$ cat src/rtl/midi_note_parser_if.sv
// MIDI note parser bus: UART byte strobe in,
// note events and held-note state out.
interface midi_note_parser_if;
  logic [7:0] rx_byte;
  logic       rx_valid;
  logic [3:0] channel;
  logic       note_on;
  logic       note_off;
  logic [6:0] note;
  logic [6:0] velocity;
  logic       gate;

  modport master (
    output rx_byte, rx_valid, channel,
    input  note_on, note_off, note, velocity, gate
  );

  modport slave (
    input  rx_byte, rx_valid, channel,
    output note_on, note_off, note, velocity, gate
  );
endinterface

$ cat src/rtl/midi_note_parser.sv
// MIDI note-on/off parser for a mono voice.
// Define MIDI_RUNNING_STATUS_EN for running status.
module midi_note_parser #(
  parameter bit OMNI = 1'b0
) (
  input logic               clk,
  input logic               rst,
  midi_note_parser_if.slave bus
);

  typedef enum logic [1:0] {
    IDLE,
    NOTE,
    VEL,
    SKIP
  } state_t;

  state_t     r_state, w_state_nx;
  logic       r_is_on, w_is_on_nx;
  logic [6:0] r_key, w_key_nx;
  logic [1:0] r_cnt, w_cnt_nx;
  logic       r_note_on, w_note_on_nx;
  logic       r_note_off, w_note_off_nx;
  logic [6:0] r_note, w_note_nx;
  logic [6:0] r_vel, w_vel_nx;
  logic       r_gate, w_gate_nx;

  logic       w_strobe;
  logic       w_sys;
  logic [7:0] w_byte;

  assign w_byte   = bus.rx_byte;
  assign w_strobe = bus.rx_valid &&
                    (w_byte[7:3] != 5'b11111);
  assign w_sys    = (w_byte[7:3] == 5'b11110);

  function automatic logic f_acc(
    input logic [7:0] s,
    input logic [3:0] ch
  );
    return (s[7:5] == 3'b100) &&
           (OMNI || (s[3:0] == ch));
  endfunction

  function automatic logic [1:0] f_len(
    input logic [7:0] s
  );
    return (s[7:5] == 3'b110) ? 2'd1 : 2'd2;
  endfunction

`ifdef MIDI_RUNNING_STATUS_EN
  logic [7:0] r_rs;
  logic       r_rs_vld;
  logic       w_rs_set;
  logic       w_rs_clr;

  // Retain last channel-voice status byte
  always_ff @(posedge clk) begin
    if (rst) begin
      r_rs     <= 8'h00;
      r_rs_vld <= 1'b0;
    end else if (w_rs_clr) begin
      r_rs_vld <= 1'b0;
    end else if (w_rs_set) begin
      r_rs     <= w_byte;
      r_rs_vld <= 1'b1;
    end
  end
`endif

  // State and output registers
  always_ff @(posedge clk) begin
    if (rst) begin
      r_state    <= IDLE;
      r_is_on    <= 1'b0;
      r_key      <= 7'd0;
      r_cnt      <= 2'd0;
      r_note_on  <= 1'b0;
      r_note_off <= 1'b0;
      r_note     <= 7'd0;
      r_vel      <= 7'd0;
      r_gate     <= 1'b0;
    end else begin
      r_state    <= w_state_nx;
      r_is_on    <= w_is_on_nx;
      r_key      <= w_key_nx;
      r_cnt      <= w_cnt_nx;
      r_note_on  <= w_note_on_nx;
      r_note_off <= w_note_off_nx;
      r_note     <= w_note_nx;
      r_vel      <= w_vel_nx;
      r_gate     <= w_gate_nx;
    end
  end

  // Byte decode, next state and note events
  always_comb begin
    w_state_nx    = r_state;
    w_is_on_nx    = r_is_on;
    w_key_nx      = r_key;
    w_cnt_nx      = r_cnt;
    w_note_on_nx  = 1'b0;
    w_note_off_nx = 1'b0;
    w_note_nx     = r_note;
    w_vel_nx      = r_vel;
    w_gate_nx     = r_gate;
`ifdef MIDI_RUNNING_STATUS_EN
    w_rs_set      = 1'b0;
    w_rs_clr      = 1'b0;
`endif
    if (w_strobe) begin
      if (w_byte[7]) begin
        if (w_sys) begin
          w_state_nx = IDLE;
`ifdef MIDI_RUNNING_STATUS_EN
          w_rs_clr   = 1'b1;
`endif
        end else begin
`ifdef MIDI_RUNNING_STATUS_EN
          w_rs_set = 1'b1;
`endif
          if (f_acc(w_byte, bus.channel)) begin
            w_state_nx = NOTE;
            w_is_on_nx = w_byte[4];
          end else begin
            w_state_nx = SKIP;
            w_cnt_nx   = f_len(w_byte);
          end
        end
      end else begin
        unique case (r_state)
          IDLE: begin
`ifdef MIDI_RUNNING_STATUS_EN
            if (r_rs_vld) begin
              if (f_acc(r_rs, bus.channel)) begin
                w_key_nx   = w_byte[6:0];
                w_is_on_nx = r_rs[4];
                w_state_nx = VEL;
              end else if (f_len(r_rs) == 2'd2) begin
                w_state_nx = SKIP;
                w_cnt_nx   = 2'd1;
              end
            end
`endif
          end
          NOTE: begin
            w_key_nx   = w_byte[6:0];
            w_state_nx = VEL;
          end
          VEL: begin
            w_state_nx = IDLE;
            if (r_is_on && (w_byte[6:0] != 7'd0)) begin
              w_note_on_nx = 1'b1;
              w_note_nx    = r_key;
              w_vel_nx     = w_byte[6:0];
              w_gate_nx    = 1'b1;
            end else if (r_gate && (r_key == r_note)) begin
              w_note_off_nx = 1'b1;
              w_gate_nx     = 1'b0;
            end
          end
          SKIP: begin
            w_cnt_nx = r_cnt - 2'd1;
            if (r_cnt <= 2'd1) begin
              w_state_nx = IDLE;
            end
          end
        endcase
      end
    end
  end

  assign bus.note_on  = r_note_on;
  assign bus.note_off = r_note_off;
  assign bus.note     = r_note;
  assign bus.velocity = r_vel;
  assign bus.gate     = r_gate;

endmodule

$ cat src/flat_wrapper.sv
// flat-port wrapper written by rule: the top's interface ports become plain ports
module midi_note_parser_flat 
#(
  parameter bit OMNI = 1'b0
)
  (clk, rst, bus_rx_byte, bus_rx_valid, bus_channel, bus_note_on, bus_note_off, bus_note, bus_velocity, bus_gate);
  midi_note_parser_if bus_i ();
  input logic clk;
  input logic rst;
  input wire logic [$bits(bus_i.rx_byte)-1:0] bus_rx_byte;
  input wire logic [$bits(bus_i.rx_valid)-1:0] bus_rx_valid;
  input wire logic [$bits(bus_i.channel)-1:0] bus_channel;
  output wire logic [$bits(bus_i.note_on)-1:0] bus_note_on;
  output wire logic [$bits(bus_i.note_off)-1:0] bus_note_off;
  output wire logic [$bits(bus_i.note)-1:0] bus_note;
  output wire logic [$bits(bus_i.velocity)-1:0] bus_velocity;
  output wire logic [$bits(bus_i.gate)-1:0] bus_gate;
  assign bus_i.rx_byte = bus_rx_byte;
  assign bus_i.rx_valid = bus_rx_valid;
  assign bus_i.channel = bus_channel;
  assign bus_note_on = bus_i.note_on;
  assign bus_note_off = bus_i.note_off;
  assign bus_note = bus_i.note;
  assign bus_velocity = bus_i.velocity;
  assign bus_gate = bus_i.gate;
  midi_note_parser #(.OMNI(OMNI)) u_core (.clk(clk), .rst(rst), .bus(bus_i));
endmodule
$ cat config.mk
export PLATFORM = sky130hd
export DESIGN_NAME = midi_note_parser_flat
export DESIGN_NICKNAME = d
export VERILOG_FILES = /design/src/rtl/midi_note_parser_if.sv /design/src/rtl/midi_note_parser.sv /design/src/flat_wrapper.sv
export SDC_FILE = /design/constraint.sdc
export NUM_CORES = 1
export LEC_CHECK = 0
export ABC_AREA = 1
export CAP_MARGIN = 25
export CORE_MARGIN = 2
export CORE_UTILIZATION = 45
export CTS_CLUSTER_DIAMETER = 150
export DETAILED_ROUTE_END_ITERATION = 16
export PLACE_DENSITY = 0.8
export SLEW_MARGIN = 10
export SYNTH_ARGS = -nofsm -noshare
export SYNTH_HDL_FRONTEND = slang
export SYNTH_SLANG_ARGS = --single-unit
$ cat constraint.sdc
create_clock -name clk -period 1.8 [get_ports clk]
set_clock_uncertainty 0.1 [all_clocks]
set_input_delay 0.27 -clock clk [delete_from_list [all_inputs] [get_ports clk]]
set_output_delay 0.27 -clock clk [all_outputs]
set_load 0.005 [all_outputs]
==> impl_metrics.toml <==
[outcome]
status = "finished, final reports clean"

[place]
placed_area_um2 = 2000
port_buffers = 31
post-dp-hpwl_um = 2730
gp_congestion = 0.899
dp_slack_ps = -105

[pwr]
powerDensity_nw_per_um2 = 674
ir_drop_v = 0.000412
p_total_mw = 1.41
power_leakage_nw = 0.965

[drt]
route.vias.total = 1615
detail-route-antenna-nets = 0
drt-pass1-iter-count = 4
drt_iter0_drc = 76
vias_per_cell = 4.76
wl_per_cell_um = 10.7
drc = 0
drt_wl_total_um = 3620

[logic_synthesis]
synthTopCellsByArea = "dfxtp_1 37%, nand2_1 16%, nor2_1 14%"
synth-seq-cells = 29
yosysTopAreaCellShare_pct = 37.4
synth-async-reset-ratio_pct = 0
seq_area_frac_synth_pct = 37.4
avgSynthCellArea_um2 = 6.34
synth_top_cell_by_area = "dfxtp_1"
synth-edff-count = 0
syn_nets = 261
synth_cell_types = 29
yosys_warnings = 0
synth.most_common_cell = "nand2_1"
synth_common_cells = "65 x nand2_1, 60 x nor2_1, 29 x dfxtp_1"
synth_ff_type = "dfxtp_1"
synthCells = 245
syn-cell-area_um2 = 1550

[critical_path]
path_buf_inv = 1
crit_slowest_cell = "clkdlybuf4s50_1"
critical_path_required_ps = 1430
cp_top_family = "buffers and inverters"
crit-reg2reg-launch = "u_core.r_state[1]"
end_kind = "primary output"
rrSetupSlack_ps = 360
startpoint = "u_core.bus.note[5]"
critPathMaxFanout = 4
worst-setup-path-type = "reg2out"
critPathLaunchType = "flip-flop"
path_cells = "clkdlybuf4s50_1"
cp.arrival_ps = 1230
r2r_cells = 7
slowest_delay_ps = 520
r2r-end = "u_core.bus.gate"

[global_routing]
gr-usage-met2_pct = 35.3
antenna_found_initial = 0
grt_max_degree = 29
grt_pass1_wl_um = 6260
grt_pass1_vias = 1457
grt_use_met1_pct = 23.3
globalRoute.busiestLayer = "met2"
track_usage_pct = 20.0
grt_overflow = 0
grt_use_met3_pct = 5.41

[clock_tree]
ctsResizeCount = 0
cts_buffers = 5
clock-sinks = 29
clk_latency_ps = 320
cts_setup_buffers = 0
holdBufCountCts = 0
clockRootBuffer = "clkbuf_4"
htree_num_levels = 2
clockBufferDepth = 2
clk_pin_slew_ps = 90
cts_tree = "done"

[floorplan]
io_pins = 32
die_w_um = 62.8
num_rows = 21
coreArea_um2 = 3340
die_area_um2 = 3940
fp.dieH_um = 62.8
initial_core_util_pct = 46.6

[sta]
max_freq_mhz = 624
final_max_slew_viol_count = 0
slew_headroom_pct = 81.6
setup_viol = 0
max_slew.worst_pin.slew_ps = 275
min_period_ps = 1600
rsz0062_at_grt = "false"
hold_viol = 0
layout_setup_ws_ps = 198
timing.final.crit_share_pct = 89.0

[finish]
postLayoutCellArea_um2 = 2090
nets = 308
drive_gt1_share_pct = 11.3
diodes = 0
syn_to_final_growth_pct = 34.4

[worst_hold_path]
hp-class = "reg2reg"
min_from = "u_core.bus.velocity[2]"
hold_depth = 2
hold_path_end = "u_core.bus.velocity[2]"

[flow_run]
drv_cap = 0
==> worst max path at each step <==
stage	slack (ps)	end	cells past startpoint
after floorplan	530	u_core.r_key[0]	7
after global placement	-40	u_core.bus.gate	7
after detailed placement	-100	u_core.bus.note[2]	8
after CTS	190	bus_note[5]	1
after global routing	120	u_core.bus.note_off	8
final	200	bus_note[5]	1
==> placed cells by master, fill, tap and decap left out <==
cell type / instances
inv_1: 28
clkbuf_4: 5
nor2_4: 1
a21boi_0: 1
nor3_1: 2
clkbuf_8: 1
or2_1: 1
o21a_1: 1
o21ai_0: 3
clkdlybuf4s50_1: 31
nor2_1: 60
bufinv_16: 1
o21ai_1: 1
clkinv_1: 2
nand4_1: 3
o21bai_2: 1
nor2_2: 3
nand2_2: 2
xnor2_1: 4
ha_1: 1
nand2_1: 65
a31oi_1: 1
clkbuf_1: 1
inv_2: 2
dfxtp_1: 29
buf_12: 2
nand3_1: 23
o211ai_1: 1
buf_4: 14
a21oi_1: 2
nand3_2: 1
==> flip-flops by register name, indices dropped and copies added, names as in the netlist <==
register and cells:
u_core.bus.gate 1, u_core.bus.note_on 1, u_core.r_cnt 2, u_core.r_state 2, u_core.bus.velocity 7, u_core.r_is_on 1, u_core.bus.note 7, u_core.r_key 7
u_core.bus.note_off 1
==> report_power, final <==
| part | total (mW) | switching [mW] | internal, mW |
|---|---|---|---|
| clock network | 0.561 | 0.229 | 0.332 |
| logic | 0.184 | 0.101 | 0.0838 |
| registers | 0.663 | 0.00911 | 0.654 |
| total | 1.41 | 0.339 | 1.07 |
==> kinds of logic (layout without fill, tap and decap cells) <==
family | count (synthesis) | in the layout | synth area share (%)
AOI/OAI and AO/OA | 11 | 11 | 4.51
xor gates and xnor gates | 4 | 4 | 2.25
adders and majority gates | 1 | 1 | 0.805
buffers and inverters | 39 | 87 | 11.8
DFF | 29 | 29 | 37.4
and+or+nand+nor | 161 | 161 | 43.2
==> area by class of cell <==
class,instances,area (um^2)
Fill cell,312,1250
Multi-Input combinational cell,177,790
Sequential cell,29,581
Timing Repair Buffer,47,455
Inverter,32,120
Tap cell,46,57.6
Clock buffer,7,55.1
Clock inverter,1,30.0
==> per-layer routing <==
metal | wire (um) | up-vias
met5 | 0 | -
met4 | 65 | 0
met3 | 186 | 6
met2 | 1790 | 47
met1 | 1580 | 716
li1 | - | 846
==> stage by stage <==
step | TNS, ps | instances | utilization (%) | hold slack [ps]
2_1_floorplan | 0 | 245 | - | 249
3_3_place_gp | -515 | 331 | 60.0 | 362
3_5_place_dp | -1590 | 331 | 60.0 | 376
4_1_cts | 0 | 339 | 62.6 | 394
5_1_grt | 0 | 339 | 62.6 | 416
6_report | 0 | 339 | 62.6 | 389
==> tightest hold or removal path, delay by kind of cell, from the launching register on <==
kind	cells	cell delay [ps]
flops	1	320
simple gates	2	140
(Power assumes the default switching activity.)
